$ cat src/rtl/mem_access_pkg.sv
// mem_access_pkg: shared size and FSM state encodings for the memory access unit
package mem_access_pkg;
  localparam logic [1:0] SIZE_BYTE = 2'd0;
  localparam logic [1:0] SIZE_HALF = 2'd1;
  localparam logic [1:0] SIZE_WORD = 2'd2;
  typedef enum logic [1:0] {IDLE = 2'd0, READ = 2'd1, WRITE = 2'd2, RESP = 2'd3} state_t;
endpackage

$ cat src/rtl/lane_mux.sv
// lane_mux: little-endian lane extract/extend for loads and lane merge for stores
module lane_mux
  import mem_access_pkg::*;
(
  input  logic [31:0] word,
  input  logic [1:0]  addr,
  input  logic [1:0]  size,
  input  logic        uns,
  input  logic [31:0] wdata,
  output logic [31:0] load,
  output logic [31:0] merged
);
  logic [7:0]  b;
  logic [15:0] h;
  assign b = word[{addr, 3'b000} +: 8];
  assign h = addr[1] ? word[31:16] : word[15:0];
  assign load = size == SIZE_BYTE ? (uns ? {24'b0, b} : {{24{b[7]}}, b}) :
                size == SIZE_HALF ? (uns ? {16'b0, h} : {{16{h[15]}}, h}) : word;
  always_comb begin
    merged = wdata;
    if (size == SIZE_BYTE) begin
      merged = word;
      merged[{addr, 3'b000} +: 8] = wdata[7:0];
    end else if (size == SIZE_HALF) begin
      merged = word;
      merged[{addr[1], 4'b0000} +: 16] = wdata[15:0];
    end
  end
endmodule

$ cat src/rtl/mem_access_unit.sv
// mem_access_unit: datapath load/store initiator driving a word-addressed data memory
module mem_access_unit
  import mem_access_pkg::*;
#(
  parameter int WORDS     = 1024,
  parameter int DATA_SIZE = 32
) (
  input  logic                      clk,
  input  logic                      reset,
  input  logic                      req_valid,
  output logic                      req_ready,
  input  logic                      req_write,
  input  logic [1:0]                req_size,
  input  logic                      req_unsigned,
  input  logic [31:0]               req_addr,
  input  logic [DATA_SIZE-1:0]      req_wdata,
  output logic                      resp_valid,
  output logic [DATA_SIZE-1:0]      resp_rdata,
  output logic                      resp_error,
  output logic [$clog2(WORDS)-1:0]  mem_addr,
  output logic [DATA_SIZE-1:0]      mem_wdata,
  output logic                      mem_read_en,
  output logic                      mem_write_en,
  input  logic [DATA_SIZE-1:0]      mem_rdata
);
  localparam int AW = $clog2(WORDS);
  state_t state, state_nx;
  logic write_q, uns_q, err_q;
  logic [1:0] size_q;
  logic [AW+1:0] addr_q;
  logic [DATA_SIZE-1:0] wdata_q, rdata_q, load, merged;
  logic accept, err, unused_addr;
  assign accept = req_valid && req_ready;
  assign err = req_size == 2'd3 || (req_size == SIZE_HALF && req_addr[0]) ||
               (req_size == SIZE_WORD && req_addr[1:0] != 2'b00);
  assign unused_addr = ^req_addr[31:AW+2];
  lane_mux u_lane_mux (
    .word(rdata_q), .addr(addr_q[1:0]), .size(size_q), .uns(uns_q),
    .wdata(wdata_q), .load(load), .merged(merged)
  );
  always_ff @(posedge clk or negedge reset)
    if (!reset) state <= IDLE;
    else state <= state_nx;
  // rdata_q holds the word read in READ for both load extraction and store merge
  always_ff @(posedge clk or negedge reset)
    if (!reset) begin
      write_q <= 1'b0;
      uns_q   <= 1'b0;
      err_q   <= 1'b0;
      size_q  <= 2'b0;
      addr_q  <= '0;
      wdata_q <= '0;
      rdata_q <= '0;
    end else begin
      if (accept) begin
        write_q <= req_write;
        uns_q   <= req_unsigned;
        err_q   <= err;
        size_q  <= req_size;
        addr_q  <= req_addr[AW+1:0];
        wdata_q <= req_wdata;
      end
      if (state == READ) rdata_q <= mem_rdata;
    end
  always_comb begin
    state_nx     = state;
    req_ready    = 1'b0;
    resp_valid   = 1'b0;
    resp_error   = 1'b0;
    resp_rdata   = '0;
    mem_addr     = '0;
    mem_wdata    = '0;
    mem_read_en  = 1'b0;
    mem_write_en = 1'b0;
    case (state)
      IDLE: begin
        req_ready = 1'b1;
        if (req_valid)
          state_nx = err ? RESP : (req_write && req_size == SIZE_WORD) ? WRITE : READ;
      end
      READ: begin
        mem_read_en = 1'b1;
        mem_addr    = addr_q[AW+1:2];
        state_nx    = write_q ? WRITE : RESP;
      end
      WRITE: begin
        mem_write_en = 1'b1;
        mem_addr     = addr_q[AW+1:2];
        mem_wdata    = merged;
        state_nx     = RESP;
      end
      RESP: begin
        resp_valid = 1'b1;
        resp_error = err_q;
        resp_rdata = (write_q || err_q) ? '0 : load;
        state_nx   = IDLE;
      end
    endcase
  end
endmodule
$ cat config.mk
export PLATFORM = sky130hd
export DESIGN_NAME = mem_access_unit
export DESIGN_NICKNAME = d
export VERILOG_FILES = /design/src/rtl/mem_access_pkg.sv /design/src/rtl/lane_mux.sv /design/src/rtl/mem_access_unit.sv
export SDC_FILE = /design/constraint.sdc
export NUM_CORES = 1
export LEC_CHECK = 0
export ABC_AREA = 1
export CAP_MARGIN = 20
export CORE_MARGIN = 8
export CORE_UTILIZATION = 50
export DETAILED_ROUTE_END_ITERATION = 12
export PLACE_DENSITY_LB_ADDON = 0.05
export SYNTH_ARGS = -nofsm -noshare
export SYNTH_HDL_FRONTEND = slang
export SYNTH_SLANG_ARGS = --single-unit
$ cat constraint.sdc
create_clock -name clk -period 5.3 [get_ports clk]
set_clock_uncertainty 0.05 [all_clocks]
set_input_delay 1.06 -clock clk [delete_from_list [all_inputs] [get_ports clk]]
set_output_delay 1.06 -clock clk [all_outputs]
set_load 0.02 [all_outputs]
# Yosys cells after proc, flatten, opt, wreduce, memory -nomap -nowiden
# Index checks and enable logic that the tools add are counted.
[op_classes]
n_addsub = 2
eq_ne = 8
n_shift = 5
muxes = 23
reduce_logical = 11
[op_table]
columns = ["operator", "n"]
rows = [
  ["32-bit 2-to-1 mux", 9],
  ["32-bit bitwise mux", 2],
  ["16-bit by 7-bit variable shift with 32-bit output (first input constant)", 1],
  ["8-bit by 7-bit variable shift with 32-bit output (first input constant)", 1],
  ["16-bit by 7-bit variable part select with 32-bit output", 1],
  ["32-bit by 6-bit variable part select with 8-bit output", 1],
  ["8-bit by 7-bit variable part select with 32-bit output", 1],
  ["16-bit 2-to-1 mux", 1],
  ["5-bit negation with 7-bit output", 2],
  ["10-bit 2-to-1 mux", 1],
  ["2-bit equality test (second input constant)", 4],
  ["2-bit case mux with 4 select lines", 1],
  ["2-bit by 1-bit equality test with 1-bit output (second input constant)", 3],
  ["1-bit 2-to-1 mux", 6],
  ["2-bit 2-to-1 mux", 3],
  ["1-bit logical AND", 4],
  ["2-bit logical NOT", 2],
  ["1-bit logical OR", 3],
  ["2-bit inequality test (second input constant)", 1],
  ["2-bit nonzero test", 1],
  ["2-bit OR reduction", 1],
]
[totals]
regBits = 83
out_inout_bits = 79

# Depth between registers and ports, before layout
# Gate-level depths: netlist (run 1).
[depth]
word_depth = 7
mapped_depth = 10

# Cells and area by module
# Synthesis (run 1) repeated with hierarchy kept, for this count alone.
[unflattened]
hier_cells = 971
hier_area_um2 = 6593.8
[modules_own_cells]
columns = ["mod", "instances", "cells_each", "area_per_inst_um2"]
rows = [
  ["mem_access_unit", 1, 376, 3995.1],
  ["lane_mux", 1, 595, 2598.7],
]

# Worst setup path before layout (run 1)
# OpenSTA, ideal clock, no wires.
[synth_timing]
kind = "flip-flop to output port"
startpoint = "reg addr_q[1]"
endpoint = "out mem_wdata[24]"
arrival_time_ns = 2.236
t_required_ns = 4.190
path_slack_ns = 1.954
path_stages_with_launch = 8
path_buffers = 2
cell_sequence = "dfrtp_1 > inv_2 > clkbuf_1 > ha_1 > clkbuf_1 > nor2_1 > a21oi_1 > nor3_1"
[synth_via]
elab_chain_cells = 6
word_cells_on_any_way = 11
cone_classes = "add/sub (2); shift (4); mux (5)"
[synth_rtl]
columns = ["item", "line_no", "text"]
rows = [
  ["start: declaration", "mem_access_unit.sv:30", "logic [AW+1:0] addr_q;"],
  ["start signal: assignment", "mem_access_unit.sv:60", "addr_q <= req_addr[AW+1:0];"],
  ["5-bit negation with 7-bit output", "lane_mux.sv:26", "merged[{addr[1], 4'b0000} +: 16] = wdata[15:0];"],
  ["16-bit by 7-bit variable part select with 32-bit output or 16-bit by 7-bit variable shift with 32-bit output (tied branches)", "lane_mux.sv:26", ""],
  ["32-bit bitwise mux", "lane_mux.sv:26", ""],
  ["32-bit 2-to-1 mux", "lane_mux.sv:24", "end else if (size == SIZE_HALF) begin"],
  ["32-bit 2-to-1 mux (*)", "lane_mux.sv:21", "if (size == SIZE_BYTE) begin"],
  ["32-bit 2-to-1 mux (*)", "mem_access_unit.sv:75", "case (state)"],
  ["end: declaration", "mem_access_unit.sv:21", "output logic [DATA_SIZE-1:0] mem_wdata,"],
]
# Every way passes the cells marked *; elsewhere a longest branch is shown, timed or not.

# Worst setup path after layout (run 1)
[layout_timing]
startpoint = "reg addr_q[1]"
endpoint = "out mem_wdata[22]"
# The elaborated chain is that of the path after synthesis.

==> results.txt, run 1 <==
Outcome -> finished clean
Total grt overflow -> 0
Post-route cell area -> 7280 sq um
Post-CTS Repair Setup Buffers -> 0
Global-route wire length before repair -> 30.5 mm
Row cnt -> 38
RSZ-0062 raised after global routing -> no
IO Count -> 182
Vias per inst -> 5.34
Synth warn -> 0
Top post-synthesis cells by count -> nand2_1 (297), o21ai_0 (126), nor2_1 (114)
Worst-skew pair later-pin latency -> 370 ps
Logic gate share of total power -> 64.4%
Post-synthesis cell type count -> 26
Synth area leaders -> dfrtp_1 (38%), nand2_1 (20%), o21ai_0 (11%)
Die H -> 121 microns
Syn_nets -> 982
Tot GR Track Use -> 26.1%
Clock tree root buffer cell -> clkbuf_8
Period utilisation layout -> 88.3%
Synth top area share -> 37.8%
Largest net degree at the start of global routing -> 66
Routed wire length -> 18.9 mm
Syn_area_per_cell -> 6.32 sq um
Core area -> 10,800 sq um
Int Pwr -> 2.21 mW
Die X -> 121 microns
Max Fclk -> 214 MHz
CTS tree -> done
DRC viols -> 0
Hold_buf cts -> 0
Sequential share of power -> 26.2%
Wire per inst -> 16.5 microns
Iter 0 DRT Violations -> 717
Final Slew Violations -> 0
Final Hold Violating Endpoints -> 0
VDD IR max -> 0.517 mV
Post-synth EDFFs -> 0
Antenna violations before repair -> 0
Switching share of total power -> 52.9%
Async SR Flop Fraction -> 100%
Final ANT Viol Nets -> 0
Least-Margin Pin Slew -> 1130 ps
Cells after DPL -> 1,127
Clock Power Share -> 9.4%
Placed Area -> 7100 sq um
Tightest Hold Check Type -> reg2reg
Setup crit end kind -> output pin
Clock Path Buffers -> 2
Post-synth top area cell -> dfrtp_1
Final Wtd Congestion -> 0.908
Worst-path maximum fanout -> 20
Starting Density -> 51.0%
P&R area growth vs syn -> 32.5%
Startpoint Class -> register
Lkg Pwr -> 3.47 nW
FILL cells -> 1,027
Max_cap viols -> 0
CP required -> 4190 ps
Minimum clock period -> 4680 ps
Clock-pin slew on the worst setup and hold paths -> 90 ps
Power per cell area -> 644 nW/um^2
H-tree levels -> 3
Endpoints failing setup -> 0
Sequential share of the synthesized area -> 37.8%
Final HPWL from detailed placement -> 13.6 mm
Crit path DAT -> 3570 ps
Layout net count -> 1,110
ANT cells -> 0
Critical Setup Path Class -> reg2out
Share of post-route cells with drive strength above 1 -> 3.29%
TritonCTS buffer count -> 9
Die footprint -> 14,600 sq um
Dominant synthesized flop cell -> dfrtp_1
Vias -> 6,099
Pre-antenna DRT Iters -> 5
Mapped Cells -> 870
# resized after CTS -> 0
Clock Sinks -> 83
Non-filler cells, final -> 1,143
Vias in the first global route -> 5,848
Yosys reg bits -> 83
Synthesized cell area -> 5500 sq um
Slew margin rel. -> 24.7%
Port bufs -> 161
Net switching power -> 2.48 mW
Setup tns final -> 0 ps
Top-count cell post-synth -> nand2_1
## critical path: stages (launching register included)
cell and delay [ps]:
dfrtp_1 790, inv_2 330, ha_1 550, nand2_1 110, nor2_1 380, a21oi_1 140
nor3_1 230, clkdlybuf4s50_1 660
## path summary, 6_finish.rpt
check | from | end | slack, ps | cells after the start
min reg2reg | wdata_q[26]$_DFFE_PN0P_ | wdata_q[26]$_DFFE_PN0P_ | 430 | 2
max | addr_q[1]$_DFFE_PN0P_ | mem_wdata[22] | 620 | 7
min | wdata_q[26]$_DFFE_PN0P_ | wdata_q[26]$_DFFE_PN0P_ | 430 | 2
min in group asynchronous | reset | rdata_q[1]$_DFFE_PN0N_ | 510 | 1
max reg2reg | state[0]$_DFFE_PN0P_ | state[0]$_DFFE_PN0P_ | 3340 | 9
max in group asynchronous | reset | wdata_q[18]$_DFFE_PN0P_ | 3560 | 2
## placed cells by master (no fill, tap or decap)
cell             netlist  routed
clkinvlp_4             0       2
nand2_1              297     297
nor2_4                 1       1
o21bai_1               1       1
ha_1                   9       8
nor3_1                12      12
clkinv_2               0       1
nand3b_1               1       1
clkdlybuf4s50_1        0     160
dfrtp_1               83      83
nand3_2                1       1
o211ai_1              10      10
o21ai_0              126     126
a21oi_1               52      52
ha_2                   0       1
a31oi_1                1       1
nand4_1                1       1
buf_4                  3       8
inv_6                  0       2
nor2_1               114     114
nor2_2                 1       1
nand2_2                1       1
clkinv_4               0       1
nand3_1               21      21
clkbuf_8               0      10
o21ai_1                8       8
inv_2                  4       4
clkinv_1               2       2
inv_1                 73      73
## power by group through the flow
| stage | clock network, mW | logic (mW) | registers, mW |
|---|---|---|---|
| 6_report | 0.441 | 3.02 | 1.23 |
| 5_1_grt | 0.473 | 3.36 | 1.26 |
| 4_1_cts | 0.448 | 3.00 | 1.21 |
| 3_5_place_dp | 0 | 2.99 | 1.22 |
| 3_3_place_gp | 0 | 2.95 | 1.22 |
| 2_1_floorplan | 0 | 2.01 | 1.12 |
## metal layers
metal | GRT usage (%) | vias up | wire, microns
met5 | 0 | - | 0
met4 | 8.20 | 0 | 465
met3 | 7.49 | 39 | 1930
met2 | 41.1 | 301 | 8700
met1 | 34.0 | 2751 | 7800
li1 | - | 3008 | -
## layout make-up
| type | instances | area [sq um] | share of cell area, % |
|---|---|---|---|
| tap | 140 | 175 | 2.40 |
| timing repair buffer | 168 | 1660 | 22.8 |
| inverter | 79 | 297 | 4.07 |
| clock inverter | 6 | 46.3 | 0.636 |
| sequential | 83 | 2080 | 28.5 |
| multi-input combinational | 657 | 2890 | 39.7 |
| clock buffer | 10 | 138 | 1.89 |
## per-stage QoR
stage	power [mW]	setup WS [ps]	utilization (%)	hold slack, ps
6_report	4.69	618	67.5	431
3_5_place_dp	4.21	1080	65.8	415
4_1_cts	4.66	670	67.5	440
5_1_grt	5.10	413	67.5	458
2_1_floorplan	3.13	1950	-	394
3_3_place_gp	4.17	1090	65.8	409
## registers in the layout, summed over array words and instances, names as in the netlist
| name | count |
|---|---|
| state | 2 |
| addr_q | 12 |
| write_q | 1 |
| err_q | 1 |
| uns_q | 1 |
| rdata_q | 32 |
| size_q | 2 |
| wdata_q | 32 |
## cell families (layout without fill, tap and decap cells)
group                      Yosys count  in the layout  synth area share (%)
AOI/OAI and AO/OA                  198            198                  18.5
buffers and inverters              130            263                  9.72
DFF                                 83             83                  37.8
and+or+nand+nor                    450            450                  31.9
adders and majority gates            9              9                  2.05
No activity file was read; power rests on OpenSTA's default activity.
==> inputs of run 2 (changes only) <==
--- a/config.mk
+++ b/config.mk
@@ -9,8 +9,11 @@
 export CAP_MARGIN = 20
 export CORE_MARGIN = 8
 export CORE_UTILIZATION = 50
+export CTS_BUF_LIST = sky130_fd_sc_hd__clkbuf_8
+export CTS_CLUSTER_SIZE = 24
 export DETAILED_ROUTE_END_ITERATION = 12
 export PLACE_DENSITY_LB_ADDON = 0.05
 export SYNTH_ARGS = -nofsm -noshare
 export SYNTH_HDL_FRONTEND = slang
+export SYNTH_HIERARCHICAL = 1
 export SYNTH_SLANG_ARGS = --single-unit
==> run 2 against run 1 <==
Highest routed layer unchanged. Critical endpoint is now mem_wdata[15]. Sequential share of layout area fell by 3.8 points. Core utilization decreased by 3.3 points. Non-clock buffer count up 3. Critical path depth up 4.
==> results.txt, run 2 <==
Outcome -> finished clean
Final setup margin -> 934 ps (+316 ps)
Die X -> 131 microns (+8.2%)
Final ANT Viol Nets -> 0 (unchanged)
Int Pwr -> 2.70 mW (+22%)
Final core occ -> 64.2% (-3.3 points)
Clock tree root buffer cell -> clkbuf_8
Reg2reg end -> wdata_q[20]$_DFFE_PN0P_
Antenna violations before repair -> 0 (unchanged)
Syn_nets -> 1,084 (+10%)
Post-synthesis cell type count -> 28 (+7.7%)
Critical Setup Path Class -> reg2out
DRC viols -> 0 (unchanged)
Vias per inst -> 5.01 (-6.2%)
Max Fclk -> 229 MHz (+7.2%)
Least-Margin Pin Slew -> 890 ps (-240 ps)
FILL cells -> 1,274 (+24%)
Setup tns final -> 0 ps (unchanged)
Most frequent cells in the layout -> nand2_1 (397), inv_1 (171), clkdlybuf4s50_1 (160)
# resized after CTS -> 0 (unchanged)
IO Count -> 182 (unchanged)
Power per cell area -> 648 nW/um^2 (+0.59%)
TritonCTS buffer count -> 9 (unchanged)
Synth top area share -> 31.5% (-6.3 points)
Reg2reg start -> state[0]$_DFFE_PN0P_
Clock-pin slew on the worst setup and hold paths -> 80 ps (about the same)
Clock Power Share -> 8.3% (-1.1 points)
Minimum clock period -> 4370 ps (-316 ps)
Routed wire length -> 20.0 mm (+5.9%)
Starting Density -> 50.4% (-0.56 points)
Post-synth EDFFs -> 0 (unchanged)
Worst hold path depth -> 1 (-1)
Lkg Pwr -> 4.80 nW (+38%)
Sequential share of the synthesized area -> 31.5% (-6.3 points)
Worst-path maximum fanout -> 19 (-5.0%)
Iter 0 DRT Violations -> 628 (-12%)
Tightest Hold Check Type -> reg2reg
Worst-skew pair later-pin latency -> 360 ps (about the same)
Global-route wire length before repair -> 31.3 mm (+2.7%)
Total grt overflow -> 0 (unchanged)
Logic gate share of total power -> 66.7% (+2.3 points)
Synthesized cell area -> 6590 sq um (+20%)
ANT cells -> 0 (unchanged)
Synth warn -> 6 (+6)
Tot GR Track Use -> 23.7% (-2.5 points)
Period utilisation layout -> 82.4% (-6.0 points)
H-tree levels -> 3 (unchanged)
Final Wtd Congestion -> 0.947 (+4.3%)
Most common cell after layout, fill and taps aside -> nand2_1
Mapped Cells -> 971 (+12%)
Final Slew Violations -> 0 (unchanged)
Sequential share of power -> 25.0% (-1.2 points)
Top post-synthesis cells by count -> nand2_1 (397), inv_1 (168), dfrtp_1 (83)
Biggest regs -> rdata_q: 32 flops, wdata_q: 32 flops, addr_q: 12 flops
Share of post-route cells with drive strength above 1 -> 10.1% (+6.8 points)
Hold_buf cts -> 0 (unchanged)
Row cnt -> 42 (+11%)
Final HPWL from detailed placement -> 14.7 mm (+8.3%)
Vias -> 6,438 (+5.6%)
Synth area leaders -> dfrtp_1 (31%), nand2_1 (23%), inv_1 (9.6%)
Hold Worst Slack -> 468 ps (+36.6 ps)
FF+latch area -> 2080 sq um (unchanged)
Die H -> 131 microns (+8.2%)
Setup crit end kind -> output pin
Top-count cell post-synth -> nand2_1
Final Hold Violating Endpoints -> 0 (unchanged)
Multi-input logic area -> 3560 sq um (+23%)
Post-synth top area cell -> dfrtp_1
VDD IR max -> 0.577 mV (+12%)
CP required -> 4190 ps (about the same)
Port bufs -> 161 (unchanged)
Net switching power -> 2.74 mW (+10%)
Die footprint -> 17,100 sq um (+17%)
Largest net degree at the start of global routing -> 56 (-15%)
Endpoints failing setup -> 0 (unchanged)
Endpoint, Worst Hold -> wdata_q[23]$_DFFE_PN0P_
Clock Sinks -> 83 (unchanged)
Yosys reg bits -> 83 (unchanged)
Slew margin rel. -> 40.7% (+16 points)
Startpoint Class -> register
Crit path DAT -> 3260 ps (-310 ps)
Post-CTS Repair Setup Buffers -> 0 (unchanged)
Vias in the first global route -> 6,019 (+2.9%)
R2R depth -> 4 (-5)
P&R area growth vs syn -> 27.4%
Dominant synthesized flop cell -> dfrtp_1
Switching share of total power -> 50.4% (-2.5 points)
CTS tree -> done
Wire per inst -> 15.6 microns (-5.9%)
Pre-antenna DRT Iters -> 6 (+1)
R2R setup slack -> 3240 ps (-100 ps)
RSZ-0062 raised after global routing -> no
Worst min-delay path startpoint -> wdata_q[23]$_DFFE_PN0P_
Layout net count -> 1,218 (+9.7%)
Total power -> 5.44 mW (+16%)
Async SR Flop Fraction -> 100% (unchanged)
Syn_area_per_cell -> 6.79 sq um (+7.4%)
Pre-CTS WS -> 1450 ps (+370 ps)
Core area -> 13,100 sq um (+21%)
Clock Path Buffers -> 2 (unchanged)
Max_cap viols -> 0 (unchanged)
run 2: cell count changes after synthesis, moves of 10 or more:
| cell | before | now |
|---|---|---|
| inv_1 | 73 | 168 |
| buf_2 | 10 | 23 |
| mux2_4 | 0 | 38 |
| mux2_2 | 0 | 37 |
| nor3_1 | 12 | 0 |
| nor2_1 | 114 | 58 |
| o21ai_0 | 126 | 19 |
| o211ai_1 | 10 | 0 |
| nand2_1 | 297 | 397 |
| clkbuf_1 | 31 | 8 |
| nand3_1 | 21 | 67 |
| a21oi_1 | 52 | 6 |
run 2: kinds of logic after synthesis:
kind of cell,count (synthesis),synth area share [%]
muxes,75,15.0
AOI/OAI and AO/OA,39,3.49
buffers and inverters,223,14.6
DFF,83,31.5
and+or+nand+nor,541,33.6
adders and majority gates,10,1.90
run 2: area by class of cell:
class	instances	area share [%]
multi-input cells	665	42.4
flip-flops and latches	83	24.7
repair buffers	171	20.3
inverters	175	7.82
well taps	176	2.62
clock buffers	9	1.47
clock inverters	7	0.715
run 2: worst max-delay path by stage:
stage / depth (start not counted) / endpoint / startpoint
detailed placement: 11 / mem_wdata[13] / addr_q[1]$_DFFE_PN0P_
CTS: 11 / mem_wdata[15] / addr_q[1]$_DFFE_PN0P_
floorplan: 12 / mem_wdata[16] / addr_q[0]$_DFFE_PN0P_
global route: 11 / mem_wdata[14] / addr_q[1]$_DFFE_PN0P_
finish: 11 / mem_wdata[15] / addr_q[1]$_DFFE_PN0P_
global placement: 11 / mem_wdata[13] / addr_q[1]$_DFFE_PN0P_
run 2: worst max-delay path, stage by stage (launching register included):
cell,delay (ps)
dfrtp_1,390
inv_2,330
ha_1,230
clkinv_1,310
nor2_1,530
nand2_1,110
nand2_1,90
nand2_1,50
nand2_1,90
nand2_1,50
inv_1,70
clkdlybuf4s50_1,620
run 2: power by group through the flow:
stage	Clock (mW)	Sequential, mW	Combinational, mW
after global routing	0.481	1.39	4.03
after CTS	0.459	1.35	3.61
after floorplan	0	1.17	2.66
after detailed placement	0	1.36	3.59
after global placement	0	1.35	3.55
final	0.450	1.36	3.63
run 2: metrics by stage:
stage,instances,instance area [sq um]
after floorplan,971,6590
after global placement,1269,8190
after detailed placement,1269,8190
after CTS,1285,8370
after global routing,1286,8400
final,1286,8400
run 2: per-layer routing:
layer	vias up	GRT usage, %	share of wire (%)
met1	2910	32.0	44
met5	-	0	0
li1	3202	-	-
met2	283	36.4	43
met3	43	4.59	9.5
met4	0	9.45	2.9
==> inputs of run 3 (changes only) <==
==> constraint.sdc (replaced) <==
create_clock -name clk -period 4.2 [get_ports clk]
set_clock_uncertainty 0.05 [all_clocks]
set_input_delay 0.84 -clock clk [delete_from_list [all_inputs] [get_ports clk]]
set_output_delay 0.84 -clock clk [all_outputs]
set_load 0.02 [all_outputs]
==> run 3 against run 2 <==
Sequential power up 26%. Worst setup slack worse by 710 ps. Worst hold slack worse by 3.3 ps. Via count down 1.2%. Combinational power up 26%. Global-route usage up 0.49 points. First-iteration DRC count up 6.4%. Non-clock buffer count up 1. Register-to-register slack worse by 1100 ps. Core utilization up 0.13 points.
==> results.txt, run 3 (synthesis gave the netlist of run 2 again) <==
Outcome -> finished clean
Multi-input logic area -> 3560 sq um (about the same)
Pre-CTS WS -> 625 ps (-820 ps)
Antenna violations before repair -> 0 (unchanged)
Global routing met2 resource utilization -> 38.1% (+1.7 points)
Iter 0 DRT Violations -> 668 (+6.4%)
Pre-antenna DRT Iters -> 5 (-1)
Critical Setup Path Class -> reg2out
Worst-path maximum fanout -> 19 (unchanged)
Setup tns final -> 0 ps (unchanged)
Minimum clock period -> 3970 ps
Clock-pin slew on the worst setup and hold paths -> 90 ps (about the same)
Starting Density -> 50.4% (unchanged)
Row cnt -> 42 (unchanged)
Crit path buf inv count -> 4 (unchanged)
Placed Area -> 8200 sq um (about the same)
DRC viols -> 0 (unchanged)
Final Hold Violating Endpoints -> 0 (unchanged)
Most frequent cells in the layout -> nand2_1 (397), inv_1 (168), clkdlybuf4s50_1 (160)
Met1 usage -> 32.1% (+0.12 points)
CP max-delay cell -> clkdlybuf4s50_1
Hold_buf cts -> 0 (unchanged)
Final Slew Violations -> 0 (unchanged)
Slew margin rel. -> 40.4% (-0.34 points)
Most common cell after layout, fill and taps aside -> nand2_1
Layer with the highest usage -> met2
Least-Margin Pin Slew -> 895 ps (+5.08 ps)
Core area -> 13,100 sq um (unchanged)
Port bufs -> 161 (unchanged)
Final core occ -> 64.3% (+0.13 points)
Worst-skew pair later-pin latency -> 380 ps (+20 ps)
CP required -> 3310 ps (-880 ps)
FILL cells -> 1,271 (-0.24%)
Tightest Hold Check Type -> reg2reg
Global-route wire length before repair -> 32.1 mm (+2.5%)
Die X -> 131 microns (unchanged)
Post-CTS Repair Setup Buffers -> 0 (unchanged)
Final HPWL from detailed placement -> 14.8 mm (+0.70%)
Final Wtd Congestion -> 0.955 (+0.78%)
Final setup margin -> 227 ps (-706 ps)
Met3 usage -> 7.75% (+3.2 points)
Routed wire length -> 20.0 mm (+0.13%)
ANT cells -> 0 (unchanged)
P&R area growth vs syn -> 27.6%
Wire per inst -> 15.6 microns (about the same)
RSZ-0062 raised after global routing -> no
Layout net count -> 1,219 (+0.082%)
Post-route cell area -> 8420 sq um (+0.21%)
Slowest stage delay, CP -> 610 ps (about the same)
Vias in the first global route -> 6,079 (+1.0%)
FF+latch area -> 2080 sq um (unchanged)
Die footprint -> 17,100 sq um (unchanged)
Max Fclk -> 252 MHz
Clock Sinks -> 83 (unchanged)
Vias per inst -> 4.94 (-1.2%)
Max_cap viols -> 0 (unchanged)
Period utilisation layout -> 94.6%
Die H -> 131 microns (unchanged)
CP Cell Sequence -> inv_2 > ha_1 > clkinv_1 > nand3_1 > o21ai_0 > nand2_1 > nand2_1 > nand2_1 > inv_1 > clkdlybuf4s50_1
Final ANT Viol Nets -> 0 (unchanged)
Clock tree root buffer cell -> clkbuf_8
Setup crit end kind -> output pin
Share of post-route cells with drive strength above 1 -> 10.5% (+0.44 points)
H-tree levels -> 3 (unchanged)
Crit path DAT -> 3080 ps (-180 ps)
Tot GR Track Use -> 24.2% (+0.49 points)
Largest net degree at the start of global routing -> 69 (+23%)
VDD IR max -> 0.957 mV (+66%)
Biggest regs -> rdata_q: 32 flops, wdata_q: 32 flops, addr_q: 12 flops
Lkg Pwr -> 4.79 nW (-0.15%)
Clock Path Buffers -> 2 (unchanged)
CTS tree -> done
Vias -> 6,363 (-1.2%)
Total grt overflow -> 0 (unchanged)
Most common cell on crit path -> nand2_1
IO Count -> 182 (unchanged)
Total power -> 6.86 mW (+26%)
Power per cell area -> 815 nW/um^2 (+26%)
TritonCTS buffer count -> 9 (unchanged)
Cell family with most CP delay -> buffers and inverters
# resized after CTS -> 0 (unchanged)
Startpoint Class -> register
Endpoints failing setup -> 0 (unchanged)
-- run 3: cell count changes in the layout (fill, tap and decap cells not counted), sizes merged --
cell,change
clkinvlp,+1
clkbuf,+1
buf,+1
bufinv,-1
clkinv,-1
-- run 3: path summary, 6_finish.rpt --
path | from | to | slack, ps | depth (start not counted)
setup / recovery | addr_q[1]$_DFFE_PN0P_ | mem_wdata[25] | 230 | 10
hold / removal | addr_q[6]$_DFFE_PN0P_ | addr_q[6]$_DFFE_PN0P_ | 460 | 1
setup reg to reg | state[0]$_DFFE_PN0P_ | wdata_q[18]$_DFFE_PN0P_ | 2180 | 4
hold reg to reg | addr_q[6]$_DFFE_PN0P_ | addr_q[6]$_DFFE_PN0P_ | 460 | 1
max in group asynchronous | reset | rdata_q[8]$_DFFE_PN0N_ | 2830 | 2
min in group asynchronous | reset | wdata_q[6]$_DFFE_PN0P_ | 510 | 1
-- run 3: cell type report --
cell class,count,area share [%]
Clock buffer,10,1.64
Clock inverter,6,0.639
Sequential cell,83,24.7
Timing Repair Buffer,172,20.3
Inverter,175,7.80
Tap cell,176,2.62
Multi-Input combinational cell,665,42.3
-- run 3: per-stage QoR --
stage	hold slack, ps	std cells
after global placement	444	1270
final	464	1287
after floorplan	404	971
after CTS	470	1286
after detailed placement	441	1270
after global routing	482	1287
-- run 3: power breakdown --
| part | internal (mW) | switching, mW | total (mW) |
|---|---|---|---|
| clock network | 0.242 | 0.336 | 0.578 |
| logic | 1.93 | 2.63 | 4.56 |
| registers | 1.21 | 0.506 | 1.72 |
| total | 3.39 | 3.47 | 6.86 |
-- run 3: per-layer routing --
layer / up-vias / share of wire, %
li1: 3198 / -
met1: 2892 / 44
met2: 262 / 45
met3: 11 / 10
met4: 0 / 0.64
met5: - / 0
